==> config.mk <==
export PLATFORM = sky130hd
export DESIGN_NAME = fir_sample_ring
export DESIGN_NICKNAME = d
export VERILOG_FILES = /design/src/rtl/fir_pkg.sv /design/src/rtl/fir_ring_mem.sv /design/src/rtl/fir_sample_ring.sv
export SDC_FILE = /design/constraint.sdc
export NUM_CORES = 1
export LEC_CHECK = 0
export CAP_MARGIN = 20
export CORE_MARGIN = 2
export CORE_UTILIZATION = 25
export CTS_CLUSTER_DIAMETER = 40
export DETAILED_ROUTE_END_ITERATION = 16
export PLACE_DENSITY = 0.45
export SLEW_MARGIN = 25
export SYNTH_ARGS = -nofsm -noshare
export SYNTH_HDL_FRONTEND = slang
export SYNTH_HIERARCHICAL = 1
export SYNTH_SLANG_ARGS = --single-unit
==> constraint.sdc <==
create_clock -name clk_fast -period 5.22 [get_ports clk_fast]
set_input_delay 1.044 -clock clk_fast [delete_from_list [all_inputs] [get_ports clk_fast]]
set_output_delay 1.044 -clock clk_fast [all_outputs]
set_load 0.05 [all_outputs]
==> src/rtl/fir_pkg.sv <==
// Shared FIR definitions: FP16 field layout, tap count, address type, stream states
// and the subnormal-flush helper used when FIR_SAMPLE_RING_DENORM_FLUSH_EN is defined.
package fir_pkg;

    localparam int FP16_W        = 16;
    localparam int FIR_TAPS      = 64;
    localparam int FIR_AW        = 6;

    localparam int FP16_SIGN_BIT = 15;
    localparam int FP16_EXP_MSB  = 14;
    localparam int FP16_EXP_LSB  = 10;
    localparam int FP16_MANT_MSB = 9;
    localparam int FP16_MANT_LSB = 0;

    typedef logic [FIR_AW-1:0] fir_addr_t;

    typedef enum logic {
        IDLE   = 1'b0,
        STREAM = 1'b1
    } fir_state_e;

    // Subnormal (exp == 0, mant != 0) becomes a zero that keeps its sign.
    function automatic logic [FP16_W-1:0] fp16_flush_denorm(input logic [FP16_W-1:0] x);
        logic [FP16_W-1:0] r;
        r = x;
        if ((x[FP16_EXP_MSB:FP16_EXP_LSB] == 5'd0) &&
            (x[FP16_MANT_MSB:FP16_MANT_LSB] != 10'd0)) begin
            r                = {FP16_W{1'b0}};
            r[FP16_SIGN_BIT] = x[FP16_SIGN_BIT];
        end else begin
            r = x;
        end
        return r;
    endfunction

endpackage

==> src/rtl/fir_ring_mem.sv <==
// Sample storage for the FIR delay line: one synchronous write port and one
// synchronous read port whose output register only updates while re is high.
module fir_ring_mem
    import fir_pkg::*;
#(
    parameter int DW    = FP16_W,
    parameter int DEPTH = FIR_TAPS
) (
    input  logic                     clk,
    input  logic                     we,
    input  logic [$clog2(DEPTH)-1:0] waddr,
    input  logic [DW-1:0]            wdata,
    input  logic                     re,
    input  logic [$clog2(DEPTH)-1:0] raddr,
    output logic [DW-1:0]            rdata
);

    logic [DW-1:0] mem_q [DEPTH];
    logic [DW-1:0] rdata_q;

    // Storage array and read register; contents are never cleared, the reader masks unfilled taps.
    always_ff @(posedge clk) begin
        if (we) begin
            mem_q[waddr] <= wdata;
        end
        if (re) begin
            rdata_q <= mem_q[raddr];
        end
    end

    assign rdata = rdata_q;

endmodule

==> src/rtl/fir_sample_ring.sv <==
// 64-entry FP16 sample ring feeding the FIR multiply phase newest-to-oldest.
// Build option FIR_SAMPLE_RING_DENORM_FLUSH_EN stores subnormal inputs as signed zero.
module fir_sample_ring
    import fir_pkg::*;
#(
    parameter int DW    = FP16_W,
    parameter int DEPTH = FIR_TAPS
) (
    input  logic                     clk_fast,
    input  logic                     rst_n,
    input  logic [DW-1:0]            din,
    input  logic                     valid_in,
    input  logic                     rd_start,
    input  logic                     rd_ready,
    output logic [DW-1:0]            rd_data,
    output logic                     rd_valid,
    output logic [$clog2(DEPTH)-1:0] rd_tap,
    output logic                     rd_last,
    output logic                     new_sample,
    output logic                     overrun
);

    localparam int            AW       = $clog2(DEPTH);
    localparam logic [AW:0]   FILL_MAX = (AW+1)'(DEPTH);
    localparam logic [AW-1:0] LAST_TAP = AW'(DEPTH - 1);

    logic          sync1_q, sync2_q, sync3_q;
    logic          detect_s;
    logic [DW-1:0] din_s;
    fir_state_e    state_q, state_d;
    logic [AW-1:0] wr_ptr_q, wr_ptr_d;
    logic [AW:0]   fill_q, fill_d;
    logic [DW-1:0] hold_q, hold_d;
    logic          hold_full_q, hold_full_d;
    logic          overrun_q, overrun_d;
    logic          new_sample_q, new_sample_d;
    logic [AW:0]   issue_q, issue_d;
    logic          s1_valid_q, s1_valid_d;
    logic [AW-1:0] s1_tap_q, s1_tap_d;
    logic          s1_zero_q, s1_zero_d;
    logic [DW-1:0] rd_data_q, rd_data_d;
    logic          rd_valid_q, rd_valid_d;
    logic [AW-1:0] rd_tap_q, rd_tap_d;
    logic          rd_last_q, rd_last_d;
    logic          we_s, re_s, advance_s, last_xfer_s;
    logic [DW-1:0] wdata_s, mem_rdata_s;
    logic [AW-1:0] raddr_s;

`ifdef FIR_SAMPLE_RING_DENORM_FLUSH_EN
    assign din_s = fp16_flush_denorm(din);
`else
    assign din_s = din;
`endif

    assign detect_s    = sync2_q & ~sync3_q;
    assign advance_s   = ~rd_valid_q | rd_ready;
    assign last_xfer_s = rd_valid_q & rd_ready & rd_last_q;

    // Strobe synchronizer plus edge-detect stage.
    always_ff @(posedge clk_fast or negedge rst_n) begin
        if (!rst_n) begin
            sync1_q <= 1'b0;
            sync2_q <= 1'b0;
            sync3_q <= 1'b0;
        end else begin
            sync1_q <= valid_in;
            sync2_q <= sync1_q;
            sync3_q <= sync2_q;
        end
    end

    // Write/hold bookkeeping, stream FSM and the two-stage read pipeline.
    always_comb begin
        state_d      = state_q;
        wr_ptr_d     = wr_ptr_q;
        fill_d       = fill_q;
        hold_d       = hold_q;
        hold_full_d  = hold_full_q;
        overrun_d    = overrun_q;
        new_sample_d = 1'b0;
        issue_d      = issue_q;
        s1_valid_d   = s1_valid_q;
        s1_tap_d     = s1_tap_q;
        s1_zero_d    = s1_zero_q;
        rd_data_d    = rd_data_q;
        rd_valid_d   = rd_valid_q;
        rd_tap_d     = rd_tap_q;
        rd_last_d    = rd_last_q;
        we_s         = 1'b0;
        wdata_s      = din_s;
        re_s         = 1'b0;
        // Pointer is frozen during STREAM, so wr_ptr-1 is the stream base throughout.
        raddr_s      = wr_ptr_q - AW'(1) - issue_q[AW-1:0];

        case (state_q)
            IDLE: begin
                issue_d      = {(AW+1){1'b0}};
                new_sample_d = detect_s;
                if (hold_full_q) begin
                    we_s    = 1'b1;
                    wdata_s = hold_q;
                    if (detect_s) begin
                        hold_d = din_s;
                    end else begin
                        hold_full_d = 1'b0;
                    end
                end else if (detect_s) begin
                    we_s    = 1'b1;
                    wdata_s = din_s;
                end else begin
                    we_s = 1'b0;
                end
                if (rd_start) begin
                    state_d = STREAM;
                end else begin
                    state_d = IDLE;
                end
            end
            STREAM: begin
                new_sample_d = last_xfer_s & hold_full_q;
                if (detect_s && hold_full_q) begin
                    overrun_d = 1'b1;
                end else if (detect_s) begin
                    hold_d      = din_s;
                    hold_full_d = 1'b1;
                end else begin
                    hold_full_d = hold_full_q;
                end
                if (advance_s) begin
                    rd_valid_d = s1_valid_q;
                    rd_tap_d   = s1_tap_q;
                    rd_last_d  = s1_valid_q && (s1_tap_q == LAST_TAP);
                    rd_data_d  = (s1_valid_q && !s1_zero_q) ? mem_rdata_s : {DW{1'b0}};
                    if (issue_q < FILL_MAX) begin
                        re_s       = 1'b1;
                        s1_valid_d = 1'b1;
                        s1_tap_d   = issue_q[AW-1:0];
                        s1_zero_d  = (issue_q >= fill_q);
                        issue_d    = issue_q + (AW+1)'(1);
                    end else begin
                        s1_valid_d = 1'b0;
                    end
                end else begin
                    re_s = 1'b0;
                end
                if (last_xfer_s) begin
                    state_d = IDLE;
                end else begin
                    state_d = STREAM;
                end
            end
            default: begin
                state_d = IDLE;
            end
        endcase

        if (we_s) begin
            wr_ptr_d = wr_ptr_q + AW'(1);
            if (fill_q != FILL_MAX) begin
                fill_d = fill_q + (AW+1)'(1);
            end else begin
                fill_d = fill_q;
            end
        end else begin
            wr_ptr_d = wr_ptr_q;
        end
    end

    // Control and output registers.
    always_ff @(posedge clk_fast or negedge rst_n) begin
        if (!rst_n) begin
            state_q      <= IDLE;
            wr_ptr_q     <= {AW{1'b0}};
            fill_q       <= {(AW+1){1'b0}};
            hold_q       <= {DW{1'b0}};
            hold_full_q  <= 1'b0;
            overrun_q    <= 1'b0;
            new_sample_q <= 1'b0;
            issue_q      <= {(AW+1){1'b0}};
            s1_valid_q   <= 1'b0;
            s1_tap_q     <= {AW{1'b0}};
            s1_zero_q    <= 1'b0;
            rd_data_q    <= {DW{1'b0}};
            rd_valid_q   <= 1'b0;
            rd_tap_q     <= {AW{1'b0}};
            rd_last_q    <= 1'b0;
        end else begin
            state_q      <= state_d;
            wr_ptr_q     <= wr_ptr_d;
            fill_q       <= fill_d;
            hold_q       <= hold_d;
            hold_full_q  <= hold_full_d;
            overrun_q    <= overrun_d;
            new_sample_q <= new_sample_d;
            issue_q      <= issue_d;
            s1_valid_q   <= s1_valid_d;
            s1_tap_q     <= s1_tap_d;
            s1_zero_q    <= s1_zero_d;
            rd_data_q    <= rd_data_d;
            rd_valid_q   <= rd_valid_d;
            rd_tap_q     <= rd_tap_d;
            rd_last_q    <= rd_last_d;
        end
    end

    fir_ring_mem #(
        .DW    (DW),
        .DEPTH (DEPTH)
    ) u_mem (
        .clk   (clk_fast),
        .we    (we_s),
        .waddr (wr_ptr_q),
        .wdata (wdata_s),
        .re    (re_s),
        .raddr (raddr_s),
        .rdata (mem_rdata_s)
    );

    assign rd_data    = rd_data_q;
    assign rd_valid   = rd_valid_q;
    assign rd_tap     = rd_tap_q;
    assign rd_last    = rd_last_q;
    assign new_sample = new_sample_q;
    assign overrun    = overrun_q;

endmodule

==> results of run 1 <==
==> Yosys cell counts (25+ instances only) <==
master,n,area (um^2)
dfrtp_1,75,1880
nor2b_1,34,213
o21ai_0,25,125
mux2_2,74,833
nand2_1,99,372
nor2_1,76,285
mux2i_1,85,851
a22oi_1,39,293
clkbuf_1,27,101
buf_2,43,215
nand3_1,28,140
edfxtp_1,1040,31200
mux4_2,220,4950
==> metrics by stage <==
step	instance area [um^2]	hold WS [ns]	std cells	setup slack [ns]
4_1_cts	53000	0.362	4796	0.796
5_1_grt	53000	0.350	4800	0.560
2_1_floorplan	43800	0.331	2140	2.25
3_5_place_dp	47400	0.343	4501	0.823
6_report	53000	0.315	4803	0.776
3_3_place_gp	47300	0.345	4499	0.371
==> kinds of logic after synthesis <==
kind of cell    count (synthesis)
compound gates                172
xor+xnor                       19
fa+ha+maj                      18
buf+inv                       134
flops                        1115
mux                           383
simple gates                  299
==> registers in the layout, indices dropped and copies added (netlist names), 6 cells and up <==
| name | count |
|---|---|
| u_mem/mem_q | 1024 |
| hold_q | 16 |
| rd_data | 16 |
| u_mem/rdata | 16 |
| fill_q | 7 |
| issue_q | 7 |
| rd_tap | 6 |
| s1_tap_q | 6 |
| wr_ptr_q | 6 |
==> layout make-up <==
type                            count  area share
Timing Repair Buffer              153      0.0255
Sequential cell                  1115       0.624
Tap cell                         2325      0.0548
Clock inverter                    110      0.0251
Multi-Input combinational cell    891       0.188
Clock buffer                      185      0.0804
Inverter                           17     0.00130
Antenna cell                        7    0.000330
==> metal layers <==
layer	track usage	up-vias	wire, um
met5	0	-	0
met4	0.0405	0	2650
met3	0.0296	157	7220
met2	0.206	621	55400
met1	0.184	11700	53500
li1	-	9242	-
==> how the worst min path moves through the flow <==
| stage | from | end | slack (ns) | cells past startpoint |
|---|---|---|---|---|
| 2_1_floorplan | sync1_q | sync2_q | 0.33 | 0 |
| 3_3_place_gp | sync1_q | sync2_q | 0.34 | 0 |
| 3_5_place_dp | sync1_q | sync2_q | 0.34 | 0 |
| 4_1_cts | sync1_q | sync2_q | 0.36 | 0 |
| 5_1_grt | rst_n | rd_data[2] | 0.35 | 1 |
| 6_report | rst_n | rd_data[13] | 0.31 | 1 |
==> worst register-to-register path: cells and delay by family, from the launching register on <==
family	cells	cell delay, ns
compound gates	3	0.78
simple gates	2	0.97
buf+inv	3	1.22
flops	1	0.65
fa+ha+maj	1	0.57
==> power breakdown <==
part / switching [mW] / internal (mW)
registers: 0.249 / 10.1
clock network: 4.13 / 7.07
logic: 5.31 / 3.65
total: 9.69 / 20.8
==> cells in the final DEF, fill, tap and decap left out, types with 45 or more instances in the layout <==
| master | netlist | routed |
|---|---|---|
| mux2i_1 | 85 | 85 |
| nand2_1 | 99 | 99 |
| nor2_1 | 76 | 64 |
| clkdlybuf4s50_1 | 0 | 45 |
| dfrtp_1 | 75 | 75 |
| mux4_2 | 220 | 220 |
| edfxtp_1 | 1040 | 1040 |
| mux2_2 | 74 | 70 |
| clkbuf_16 | 0 | 167 |
| buf_4 | 14 | 99 |
==> reports/results.txt, run 1 <==
outcome = finished, final reports clean
setup TNS after final layout = 0 ns
port bufs = 46
required time of the worst setup path = 5.72 ns
largest net degree at the start of global routing = 88
H-tree levels = 4
FILL cells = 16,800
DR iter-0 viols = 2,044
DRC viols = 0
Fmax achieved = 225 MHz
FF/Latch Area = 33,100 um^2
Site Rows = 153
Placeable Area = 174,000 um^2
Synthesized Nets = 2,178
CP max stage cell = nor2b_1
compound-gate portion of the synthesized area = 0.0281
Routed WL per cell = 24.7 um
post-route ant nets = 0
total CTS buffers = 162
Least-Margin Pin Slew = 1.06 ns
endpoints failing setup = 0
CP Launch Point = wr_ptr_q[1]
Slew headroom = 0.296
hold buffers post-CTS = 0
Worst Hold Class = input port to asynchronous set/reset pin
final design utilization = 0.305
GRT overflow = 0
Reg clk slew, reported paths = 0.05 ns
Worst setup SP type = flop
Max Slew Vio Count = 0
Arr. time, crit path = 4.94 ns
adder-cell area share of the yosys netlist = 0.00525
Main synth FF type = edfxtp_1
vias post-DR = 21,700
Final GP Congestion = 0.792
post-DP HPWL = 72,700 um
fin nets = 2,378
DR vias/cell = 4.52
Syn Area/Cell = 20.5 um^2
Pwr Density = 575 nW/um^2
WP buf/inv = 3
Multi-input gate area = 9990 um^2
Max-cap violations = 0
Clock Sinks = 1,115
combinational family with the most area after synthesis = multiplexers
Post-Synth XOR/XNOR Area = 0.00380
I/O pin total = 47
synthesis warning total = 6
layout cell share with drive strength beyond 1 = 0.286
Fin. Hold Viols = 0
# Post-CTS Setup Buffers = 0
Levels on crit path = 9
Max FO, Critical Path = 58
number of global-route vias before repair = 22,700
crit path capture = u_mem/rdata[12]
Worst path max stage delay = 0.67 ns
first-pass GRT wire length = 170,000 um
multiplexer share of the synthesized area = 0.154
Area Overhead vs Synth = 21.1%
Tot Pwr = 30.5 mW
Routed Wire Length = 119,000 um
number of flops mapped to enable cells by yosys = 1,040
Die Y = 423 um
Cell Chain, Critical Path = inv_1, fa_1, inv_6, buf_4, nor2b_1, a22oi_1, a41oi_1, o21ai_0, and4_1
Async S/R FF share, synth = 0.0673
FF-to-FF path depth = 9
critical path's top delay family = buffers and inverters
cells after synthesis = 2,140
drt first pass iters = 5
Cell Area, Synth = 43,800 um^2
CTS tree = done
register area share after synthesis = 0.756
crit path kind = flop to flop
Die Area = 179,000 um^2
reg-to-reg critical path startpoint = wr_ptr_q[1]
Worst R2R Setup Slack = 0.78 ns
crit end category = flop
CTS max path bufs = 3
Max Clock Skew = 0.0259 ns
worst r2r dst = u_mem/rdata[12]
synth unique cells = 67
flops & latches, synth = 1,115
Tmin final = 4.44 ns
area share of and/or/nand/nor cells after synthesis = 0.0334
Leak Pwr = 17.0 nW
clk_lat worst skew = 0.77 ns
CTS Root Cell = clkbuf_16
crit share post-route = 0.851
initial antenna violation count = 7
post-CTS sizing = 0
Max VDD drop = 0.405 mV
RSZ-0062 raised after global routing = false
Initial Util = 0.252
die width = 423 um
Total GRT Usage = 0.132
(Power assumes the default switching activity.)
==> run 2, diff against run 1 <==
Settings changed: CTS_BUF_LIST set to sky130_fd_sc_hd__clkbuf_4 sky130_fd_sc_hd__clkbuf_8.
Clock period 5.22 ns to 5.4 ns, I/O delays scaled along.
==> run 2 against run 1 <==
Register-to-register slack better by 0.15 ns. Wire length is 0.23% lower. Largest power group is now sequential cells. Via count increased by 0.22%. Worst hold slack worse by 0.076 ns. Final cell count is 0.48% higher. Clock skew is 0.0025 ns higher. Cell area shrank 3.5%. First-iteration DRC count down 9.1%. Sequential power about the same. Combinational power decreased by 2.9%. Critical endpoint is now u_mem/rdata[3]. Critical path depth is 1 lower.
==> reports/results.txt, run 2 (synthesized netlist as in run 1, its figures left out) <==
crit path kind = flop to flop
Tot Pwr = 26.3 mW (-14%)
Routed WL per cell = 24.6 um (-0.71%)
Worst setup SP type = flop
largest net degree at the start of global routing = 146 (+66%)
GRT overflow = 0 (unchanged)
Finished Cell Area = 51,200 um^2 (-3.5%)
number of global-route vias before repair = 22,300 (-1.7%)
GR Util met3 = 0.0271 (-0.00248)
Slew headroom = 0.263 (-0.0333)
Flop pwr share = 0.381 (+0.042)
# Post-CTS Setup Buffers = 0 (unchanged)
initial antenna violation count = 5 (-2)
vias post-DR = 21,800 (+0.22%)
drt first pass iters = 5 (unchanged)
layout cell share with drive strength beyond 1 = 0.292 (+0.00612)
CTS tree = done
Pint = 17.6 mW (-16%)
Initial Util = 0.252 (unchanged)
Die Area = 179,000 um^2 (unchanged)
post-route ant nets = 0 (unchanged)
Max-cap violations = 0 (unchanged)
Max Clock Skew = 0.0284 ns (+0.00248 ns)
Leak Pwr = 16.3 nW (-4.2%)
Comb pwr share = 0.330 (+0.036)
Tmin final = 4.48 ns (+0.0329 ns)
Final GP Congestion = 0.819 (+3.4%)
CTS Root Cell = clkbuf_8
Site Rows = 153 (unchanged)
CTS max path bufs = 3 (unchanged)
Largest Register = u_mem/mem_q
port bufs = 46 (unchanged)
outcome = finished, final reports clean
Fmax achieved = 223 MHz (-0.74%)
Arr. time, crit path = 5.04 ns (+0.10 ns)
endpoints failing setup = 0 (unchanged)
DR iter-0 viols = 1,858 (-9.1%)
crit share post-route = 0.829 (-0.0223)
post-CTS sizing = 0 (unchanged)
met2 global-route usage = 0.211 (+0.00480)
post-DP HPWL = 73,800 um (+1.5%)
fin nets = 2,393 (+0.63%)
Clk pwr share = 0.289 (-0.078)
die width = 423 um (unchanged)
required time of the worst setup path = 5.97 ns (+0.25 ns)
hold buffers post-CTS = 0 (unchanged)
Clock Sinks = 1,115 (unchanged)
RSZ-0062 raised after global routing = false
Total GRT Usage = 0.132 (-0.000881)
FILL cells = 16,900 (+0.85%)
setup TNS after final layout = 0 ns (unchanged)
Least-Margin Pin Slew = 1.10 ns (+0.0459 ns)
Max FO, Critical Path = 54 (-6.9%)
Worst Hold Class = input port to asynchronous set/reset pin
I/O pin total = 47 (unchanged)
Area Overhead vs Synth = 16.8%
Reg clk slew, reported paths = 0.06 ns (about the same)
Largest register FFs = 1,024 (unchanged)
first-pass GRT wire length = 168,000 um (-1.1%)
Max VDD drop = 0.337 mV (-17%)
crit end category = flop
Placeable Area = 174,000 um^2 (unchanged)
clk_lat worst skew = 0.87 ns (+0.10 ns)
Switch Pwr = 8.74 mW (-9.7%)
Routed Wire Length = 119,000 um (-0.23%)
Placed Area = 47,300 um^2 (-0.19%)
H-tree levels = 4 (unchanged)
M1 GR Usage = 0.178 (-0.00604)
Fin. Hold Viols = 0 (unchanged)
DR vias/cell = 4.51 (-0.26%)
Switching Fraction = 0.332 (+0.0145)
commonest non-fill, non-tap cell in the layout = edfxtp_1
GR peak layer = met2
total CTS buffers = 185 (+14%)
Pwr Density = 514 nW/um^2 (-11%)
most frequent cells in the layout = edfxtp_1 (1,040), mux4_2 (220), clkbuf_8 (197), nand2_1 (99), buf_4 (90)
Die Y = 423 um (unchanged)
Max Slew Vio Count = 0 (unchanged)
DRC viols = 0 (unchanged)
[run 2: cell count changes in the layout (fill, tap and decap cells not counted), sizes merged]
| cell | before | now |
|---|---|---|
| buf | 108 | 100 |
| bufinv | 23 | 10 |
| clkbuf | 185 | 261 |
| clkinv | 43 | 50 |
| clkinvlp | 19 | 3 |
| diode | 7 | 3 |
| inv | 42 | 23 |
[run 2: worst paths after layout]
| path | depth (start not counted) | endpoint | start | slack (ns) |
|---|---|---|---|---|
| worst max-delay path | 8 | u_mem/rdata[3] | wr_ptr_q[1] | 0.92 |
| worst min-delay path | 1 | rd_data[0] | rst_n | 0.24 |
| worst max register to register | 8 | u_mem/rdata[3] | wr_ptr_q[1] | 0.92 |
| worst min register to register | 0 | sync2_q | sync1_q | 0.36 |
| max in group asynchronous | 1 | hold_q[12] | rst_n | 4.64 |
| min in group clk_fast | 0 | sync2_q | sync1_q | 0.36 |
[run 2: metrics by stage]
| step | hold slack [ns] | util | worst slack, ns | instances |
|---|---|---|---|---|
| after floorplan | 0.331 | - | 2.43 | 2140 |
| after global placement | 0.350 | 0.272 | 0.986 | 4492 |
| after detailed placement | 0.348 | 0.272 | 0.968 | 4492 |
| after CTS | 0.317 | 0.294 | 0.936 | 4822 |
| after global routing | 0.241 | 0.294 | 0.680 | 4824 |
| final | 0.239 | 0.294 | 0.923 | 4826 |
[run 2: worst max-delay path: stages (launching register included)]
cell and delay [ns]:
dfrtp_1 0.66, inv_1 0.15, fa_1 0.56, inv_6 0.49, buf_4 0.59, nor2b_1 0.72, a221oi_1 0.21, a221oi_1 0.68
a311oi_1 0.11
[run 2: layout make-up]
| type | count | area, um^2 | share of cell area |
|---|---|---|---|
| Sequential cell | 1115 | 33100 | 0.647 |
| Timing Repair Buffer | 145 | 1330 | 0.0259 |
| Clock buffer | 261 | 3190 | 0.0624 |
| Tap cell | 2325 | 2910 | 0.0568 |
| Inverter | 17 | 68.8 | 0.00134 |
| Antenna cell | 3 | 7.51 | 0.000147 |
| Multi-Input combinational cell | 891 | 9980 | 0.195 |
| Clock inverter | 69 | 593 | 0.0116 |
[run 2: layer usage]
layer	up-vias	wire [um]
met5	-	0
li1	9232	-
met1	11700	52000
met2	673	56500
met3	195	6730
met4	0	3270
[run 2: power by group through the flow]
stage | sequential (mW) | clock, mW | combinational, mW
6_report | 10.0 | 7.61 | 8.70
5_1_grt | 10.1 | 8.20 | 9.19
4_1_cts | 10.0 | 7.84 | 8.82
3_5_place_dp | 10.2 | 0 | 8.80
3_3_place_gp | 10.2 | 0 | 8.77
2_1_floorplan | 10.3 | 0 | 5.73
